$ cat config.mk
export PLATFORM = sky130hd
export DESIGN_NAME = frame_seq_controller
export DESIGN_NICKNAME = d
export VERILOG_FILES = /design/src/rtl/frame_seq_pkg.sv /design/src/rtl/frame_seq_controller_watchdog.sv /design/src/rtl/frame_seq_controller.sv
export SDC_FILE = /design/constraint.sdc
export NUM_CORES = 1
export LEC_CHECK = 0
export CORE_UTILIZATION = 29
export DETAILED_ROUTE_END_ITERATION = 8
export PLACE_DENSITY = 0.56
export SKIP_LAST_GASP = 1
export SYNTH_ARGS = -nofsm -noshare
export SYNTH_HDL_FRONTEND = slang
export SYNTH_SLANG_ARGS = --single-unit
$ cat constraint.sdc
create_clock -name clk -period 2.65 [get_ports clk]
set_input_delay 0.265 -clock clk [delete_from_list [all_inputs] [get_ports clk]]
set_output_delay 0.265 -clock clk [all_outputs]
set_load 0.05 [all_outputs]
$ cat src/rtl/frame_seq_pkg.sv
// Shared types and length/row helpers for the frame sequencer.
// The package constants describe the default 540x540, 3-row-window frame.
package frame_seq_pkg;

  typedef enum logic [2:0] {
    ST_IDLE  = 3'd0,
    ST_SEL1  = 3'd1,
    ST_RUN1  = 3'd2,
    ST_SEL2  = 3'd3,
    ST_FETCH = 3'd4,
    ST_CORE  = 3'd5,
    ST_DONE  = 3'd6,
    ST_ERR   = 3'd7
  } fs_state_e;

  function automatic int calc_mode1_len(int rows, int cols);
    return rows * cols;
  endfunction

  function automatic int calc_first_fetch_len(int win, int cols);
    return win * cols;
  endfunction

  function automatic int calc_next_fetch_len(int cols);
    return cols;
  endfunction

  function automatic int calc_last_row(int rows, int win);
    return rows - win;
  endfunction

  localparam int IMG_ROWS_DEF = 540;
  localparam int IMG_COLS_DEF = 540;
  localparam int WIN_DEF      = 3;

  localparam int MODE1_LEN       = calc_mode1_len(IMG_ROWS_DEF, IMG_COLS_DEF);
  localparam int FIRST_FETCH_LEN = calc_first_fetch_len(WIN_DEF, IMG_COLS_DEF);
  localparam int NEXT_FETCH_LEN  = calc_next_fetch_len(IMG_COLS_DEF);
  localparam int LAST_ROW        = calc_last_row(IMG_ROWS_DEF, WIN_DEF);

endpackage

$ cat src/rtl/frame_seq_controller_watchdog.sv
// Run-state watchdog: timeout fires on the TIMEOUT_CYC-th enabled cycle since
// the last clear, so a run state may occupy at most TIMEOUT_CYC cycles.
module seq_watchdog #(
  parameter int TIMEOUT_CYC = 1048575
) (
  input  logic clk,
  input  logic rst,
  input  logic clr,
  input  logic en,
  output logic timeout
);

  localparam int CW = (TIMEOUT_CYC > 1) ? $clog2(TIMEOUT_CYC) : 1;
  localparam logic [CW-1:0] LIMIT = (TIMEOUT_CYC == 0) ? '0 : CW'(TIMEOUT_CYC - 1);
  localparam bit ENABLED = (TIMEOUT_CYC != 0);

  logic [CW-1:0] cnt;

  always_ff @(posedge clk) begin
    if (rst)
      cnt <= '0;
    else if (clr)
      cnt <= '0;
    else if (en && ENABLED && cnt != LIMIT)
      cnt <= cnt + CW'(1);
  end

  assign timeout = ENABLED && en && (cnt == LIMIT);

endmodule

$ cat src/rtl/frame_seq_controller.sv
// Image pipeline sequencer: bulk copy (mode 1) or row-window processing
// (mode 2), with start-edge detect, abort, watchdog and status outputs.
module frame_seq_controller
  import frame_seq_pkg::*;
#(
  parameter int IMG_ROWS    = 540,
  parameter int IMG_COLS    = 540,
  parameter int WIN         = 3,
  parameter int LEN_W       = 20,
  parameter int ROW_W       = 10,
  parameter int TIMEOUT_CYC = 1048575
) (
  input  logic             clk,
  input  logic             rst,
  input  logic             mode1_sel_i,
  input  logic             mode2_sel_i,
  input  logic             start_i,
  input  logic             abort_i,
  input  logic             mode1_done_i,
  input  logic             fetch_done_i,
  input  logic             core_done_i,
  output logic             is_mode1_o,
  output logic             is_mode2_o,
  output logic             mode1_run_o,
  output logic             fetch_run_o,
  output logic             core_run_o,
  output logic [LEN_W-1:0] cnt_len_o,
  output logic [ROW_W-1:0] cnt_img_row_o,
  output logic             busy_o,
  output logic             done_o,
  output logic             err_o,
  output logic [2:0]       state_o
);

  localparam logic [LEN_W-1:0] M1_LEN  = LEN_W'(calc_mode1_len(IMG_ROWS, IMG_COLS));
  localparam logic [LEN_W-1:0] FF_LEN  = LEN_W'(calc_first_fetch_len(WIN, IMG_COLS));
  localparam logic [LEN_W-1:0] NF_LEN  = LEN_W'(calc_next_fetch_len(IMG_COLS));
  localparam logic [ROW_W-1:0] ROW_END = ROW_W'(calc_last_row(IMG_ROWS, WIN));

  fs_state_e        state, state_nxt;
  logic [ROW_W-1:0] row, row_nxt;
  logic             first, first_nxt;
  logic             start_q, start_rise;
  logic             in_run, timeout, wd_clr;
  logic             lv_m1_only, lv_m2_only, lv_none;

  assign start_rise = start_i & ~start_q;
  assign lv_m1_only = mode1_sel_i & ~mode2_sel_i;
  assign lv_m2_only = ~mode1_sel_i & mode2_sel_i;
  assign lv_none    = ~mode1_sel_i & ~mode2_sel_i;
  assign in_run     = (state == ST_RUN1) || (state == ST_FETCH) || (state == ST_CORE);
  assign wd_clr     = (state_nxt != state);

  seq_watchdog #(.TIMEOUT_CYC(TIMEOUT_CYC)) u_wd (
    .clk     (clk),
    .rst     (rst),
    .clr     (wd_clr),
    .en      (in_run),
    .timeout (timeout)
  );

  // Run states resolve abort, then their done input, then timeout.
  always_comb begin
    state_nxt = state;
    row_nxt   = row;
    first_nxt = first;
    case (state)
      ST_IDLE: begin
        if (lv_m1_only)      state_nxt = ST_SEL1;
        else if (lv_m2_only) state_nxt = ST_SEL2;
      end
      ST_SEL1: begin
        if (start_rise)      state_nxt = ST_RUN1;
        else if (lv_m2_only) state_nxt = ST_SEL2;
        else if (lv_none)    state_nxt = ST_IDLE;
      end
      ST_SEL2: begin
        if (start_rise) begin
          state_nxt = ST_FETCH;
          row_nxt   = '0;
          first_nxt = 1'b1;
        end
        else if (lv_m1_only) state_nxt = ST_SEL1;
        else if (lv_none)    state_nxt = ST_IDLE;
      end
      ST_RUN1: begin
        if (abort_i)           state_nxt = ST_IDLE;
        else if (mode1_done_i) state_nxt = ST_DONE;
        else if (timeout)      state_nxt = ST_ERR;
      end
      ST_FETCH: begin
        if (abort_i) state_nxt = ST_IDLE;
        else if (fetch_done_i) begin
          state_nxt = ST_CORE;
          first_nxt = 1'b0;
        end
        else if (timeout) state_nxt = ST_ERR;
      end
      ST_CORE: begin
        if (abort_i) state_nxt = ST_IDLE;
        else if (core_done_i) begin
          if (row == ROW_END) state_nxt = ST_DONE;
          else begin
            state_nxt = ST_FETCH;
            row_nxt   = row + ROW_W'(1);
          end
        end
        else if (timeout) state_nxt = ST_ERR;
      end
      ST_DONE: state_nxt = ST_IDLE;
      ST_ERR: begin
        if (start_rise || lv_none) state_nxt = ST_IDLE;
      end
      default: state_nxt = ST_IDLE;
    endcase
  end

  always_ff @(posedge clk) begin
    if (rst) begin
      state   <= ST_IDLE;
      row     <= '0;
      first   <= 1'b1;
      start_q <= 1'b0;
    end else begin
      state   <= state_nxt;
      row     <= row_nxt;
      first   <= first_nxt;
      start_q <= start_i;
    end
  end

  always_comb begin
    is_mode1_o  = 1'b0;
    is_mode2_o  = 1'b0;
    mode1_run_o = 1'b0;
    fetch_run_o = 1'b0;
    core_run_o  = 1'b0;
    cnt_len_o   = '0;
    done_o      = 1'b0;
    err_o       = 1'b0;
    case (state)
      ST_SEL1: is_mode1_o = 1'b1;
      ST_SEL2: is_mode2_o = 1'b1;
      ST_RUN1: begin
        is_mode1_o  = 1'b1;
        mode1_run_o = 1'b1;
        cnt_len_o   = M1_LEN;
      end
      ST_FETCH: begin
        is_mode2_o  = 1'b1;
        fetch_run_o = 1'b1;
        cnt_len_o   = first ? FF_LEN : NF_LEN;
      end
      ST_CORE: begin
        is_mode2_o = 1'b1;
        core_run_o = 1'b1;
      end
      ST_DONE: done_o = 1'b1;
      ST_ERR:  err_o  = 1'b1;
      default: ;
    endcase
  end

  assign busy_o        = in_run;
  assign cnt_img_row_o = row;
  assign state_o       = state;

endmodule

==> qor.yml, run 1 <==
power:
  vdd_drop_max_mv: 0.1711
  p_switching_mw: 0.5529
  p_seq_share_pct: 37.1
  pwr-share-comb_pct: 33.6
  clock_power_share_pct: 29.3
  power.leakage_nw: 0.9661
  internal_power_mw: 0.9214
  p_per_area_nw_per_um2: 506.1
  switching_share_pct: 37.50
clock_tree:
  ctsHtreeMaxLevel: 2
  clock_sinks: 35
  cts-resized-gates: 0
  clock_latency_ps: 290
  max-clock-path-buffers: 2
  cts_hold_buf: 0
  cts_tree: "built"
  cts_setup_buffers: 0
  cts-root-buf: "clkbuf_8"
  cts_buffers: 5
  clk_pin_slew_ps: 80
placed_design:
  port_buffers: 40
  hpwlAfterDp_um: 4445
  globalplace.congestion: 0.8157
  placed_area_um2: 2813
  dp_cells: 423
timing:
  tightest_slew_ps: 666.5
  fin_crit_sh_pct: 92.86
  slew_viol_final: 0
  maxSlewHeadroom_pct: 55.16
  rsz0062_at_grt: "no"
  setup_tns_ps: 0
  fin_worst_skew_ps: 9.350
  setup_violations: 0
  fmax_mhz: 406.4
  hold_viol: 0
  period_needed_ps: 2461
floorplanning:
  fp.dieH_um: 92.18
  die_area_um2: 8497
  num_io_pins: 50
  dieWidth_um: 92.18
  start_util_pct: 30.21
  core_um2: 7807
  rows: 32
synth:
  avgSynthCellArea_um2: 8.105
  synth-main-ff-cell: "dfxtp_1"
  synth_top_area_share_pct: 29.71
  synth_cell_types: 57
  synth_area_leaders: "dfxtp_1, xnor2_1, buf_4, nor3_1, a21oi_1"
  yosys_warnings: 0
  synth_top_family_by_area: "simple AND/OR/NAND/NOR gates"
  synth_cells: 291
  synth_compound_area_share_pct: 20.27
  yosysSeqAreaShare_pct: 29.71
  yosysTopAreaCell: "dfxtp_1"
  synth_xor_xnor_area_share_pct: 7.056
  synth_fa_ha_area_share_pct: 2.122
  synth_edf_count: 0
  netlist_area_um2: 2359
  synth_mux_area_share_pct: 1.485
  async_flop_share_pct: 0
  ys_seq_elements: 35
  synth_simple_gate_area_share_pct: 28.91
global_routing:
  track_usage_pct: 14.01
  grt_max_degree: 21
  overflow: 0
  antenna_found_initial: 0
  grt_pass1_vias: 2004
  grt_pass1_wl_um: 9708
detailed_routing:
  first_pass_iters: 5
  drt_iter0_markers: 105
  wl_um: 5913
  vias: 2217
  antenna_left: 0
  wl_per_cell_um: 13.72
  vias_per_cell: 5.144
  drc: 0
setup_path:
  crit_fanout: 11
  path_cells: "nand3b_1, buf_4, inv_1, clkdlybuf4s50_1"
  crit_path_end_kind: "primary output"
  cp_num_buf_inv: 3
  reg2reg_from: "cnt_img_row_o[1]"
  arrival_ps: 2200
  critPathKind: "flip-flop to primary output"
  critPathTopFamily: "buffers and inverters"
  cp-startpoint: "state_o[2]"
  critical_path.startpoint_type: "flip-flop"
  cp.required_ps: 2380
  cp_slowest_cell: "clkdlybuf4s50_1"
  critical-path-max-stage-delay_ps: 790
cells_and_area:
  instances_no_fill: 431
  drive_above_1_share_pct: 11.55
  diodes: 0
  nets: 341
  area_growth_syn_to_layout_pct: 23.50
  final_common_cell: "dfxtp_1"
  layout_common_cells: "dfxtp_1, clkdlybuf4s50_1, buf_4"
  final_util_pct: 37.31
  fin_area_um2: 2913
outcome:
  status: "completed"
run:
  cap_violations: 0
min_path:
  holdCritStartpoint: "first"
  hp-class: "flip-flop to flip-flop"
## registers in the layout (all words and copies together), names as in the netlist
name and cells:
state_o 3, u_wd.cnt 20, cnt_img_row_o 10, first 1, start_q 1
## worst paths after layout
kind	end	slack (ps)	cells past startpoint
setup / recovery	core_run_o	190	4
hold / removal	first	490	1
setup reg to reg	u_wd.cnt[1]	340	7
hold reg to reg	first	490	1
## metal layers
layer	track usage [%]	part of all wire (%)
met1	18.57	49
met2	23.26	47
met3	1.907	3.4
met4	4.688	1.1
met5	0	0
## cells by family (layout without fill, tap and decap cells)
family / after synthesis / count (layout)
other: 1 / 9
muxes: 3 / 3
and+or+nand+nor: 118 / 118
AOI/OAI and AO/OA: 66 / 66
DFF: 35 / 35
adders and majority gates: 4 / 4
xor gates and xnor gates: 19 / 19
buffers and inverters: 45 / 75
## worst reg2reg max path, stage by stage (launching register included)
cell       delay (ps)
dfxtp_1           350
inv_1              70
ha_1              130
or4b_1            480
nor4_1            330
nor4b_1           140
mux2_4            440
a2111oi_4         290
## power by group through the flow
| stage | clock (mW) | sequential (mW) | combinational (mW) |
|---|---|---|---|
| 2_1_floorplan | 0 | 0.574 | 0.373 |
| 3_3_place_gp | 0 | 0.558 | 0.495 |
| 3_5_place_dp | 0 | 0.559 | 0.497 |
| 4_1_cts | 0.445 | 0.546 | 0.498 |
| 5_1_grt | 0.465 | 0.548 | 0.526 |
| 6_report | 0.432 | 0.546 | 0.496 |
## stage by stage
stage	power, mW	hold WS [ps]	setup WS, ps
floorplan	0.9470	393.2	150.4
global placement	1.054	459.9	262.0
detailed placement	1.055	475.1	180.6
CTS	1.490	494.6	159.4
global route	1.540	532.4	55.04
finish	1.474	487.4	189.2
## cells in the mapped netlist (all sizes together), types with 2 or more instances
master / instances
mux2i: 2
buf: 24
clkbuf: 9
nand2: 18
dfxtp: 35
o21a: 3
or4: 7
nand3: 8
nor3: 21
or3: 4
nor2b: 4
nor3b: 2
nor2: 15
inv: 12
a2111oi: 8
o41ai: 2
ha: 4
a21oi: 19
or3b: 2
nor4: 3
nand4: 7
nor4b: 5
o21ai: 5
o31ai: 6
a21o: 3
a211oi: 9
nand2b: 6
and3: 8
xnor2: 18
and4: 2
## cell type report
cell class	count	area [um2]
Fill cell	801	4895
Multi-Input combinational cell	219	1449
Sequential cell	35	700.7
Timing Repair Buffer	55	490.5
Tap cell	102	127.6
Clock buffer	8	100.1
Inverter	12	45.04
(Power assumes the default switching activity.)
==> run 2, diff against run 1 <==
SLEW_MARGIN = 0   (was unset)
==> results of run 2 <==
Final layout, timing and power as in run 1 (identical DEF).
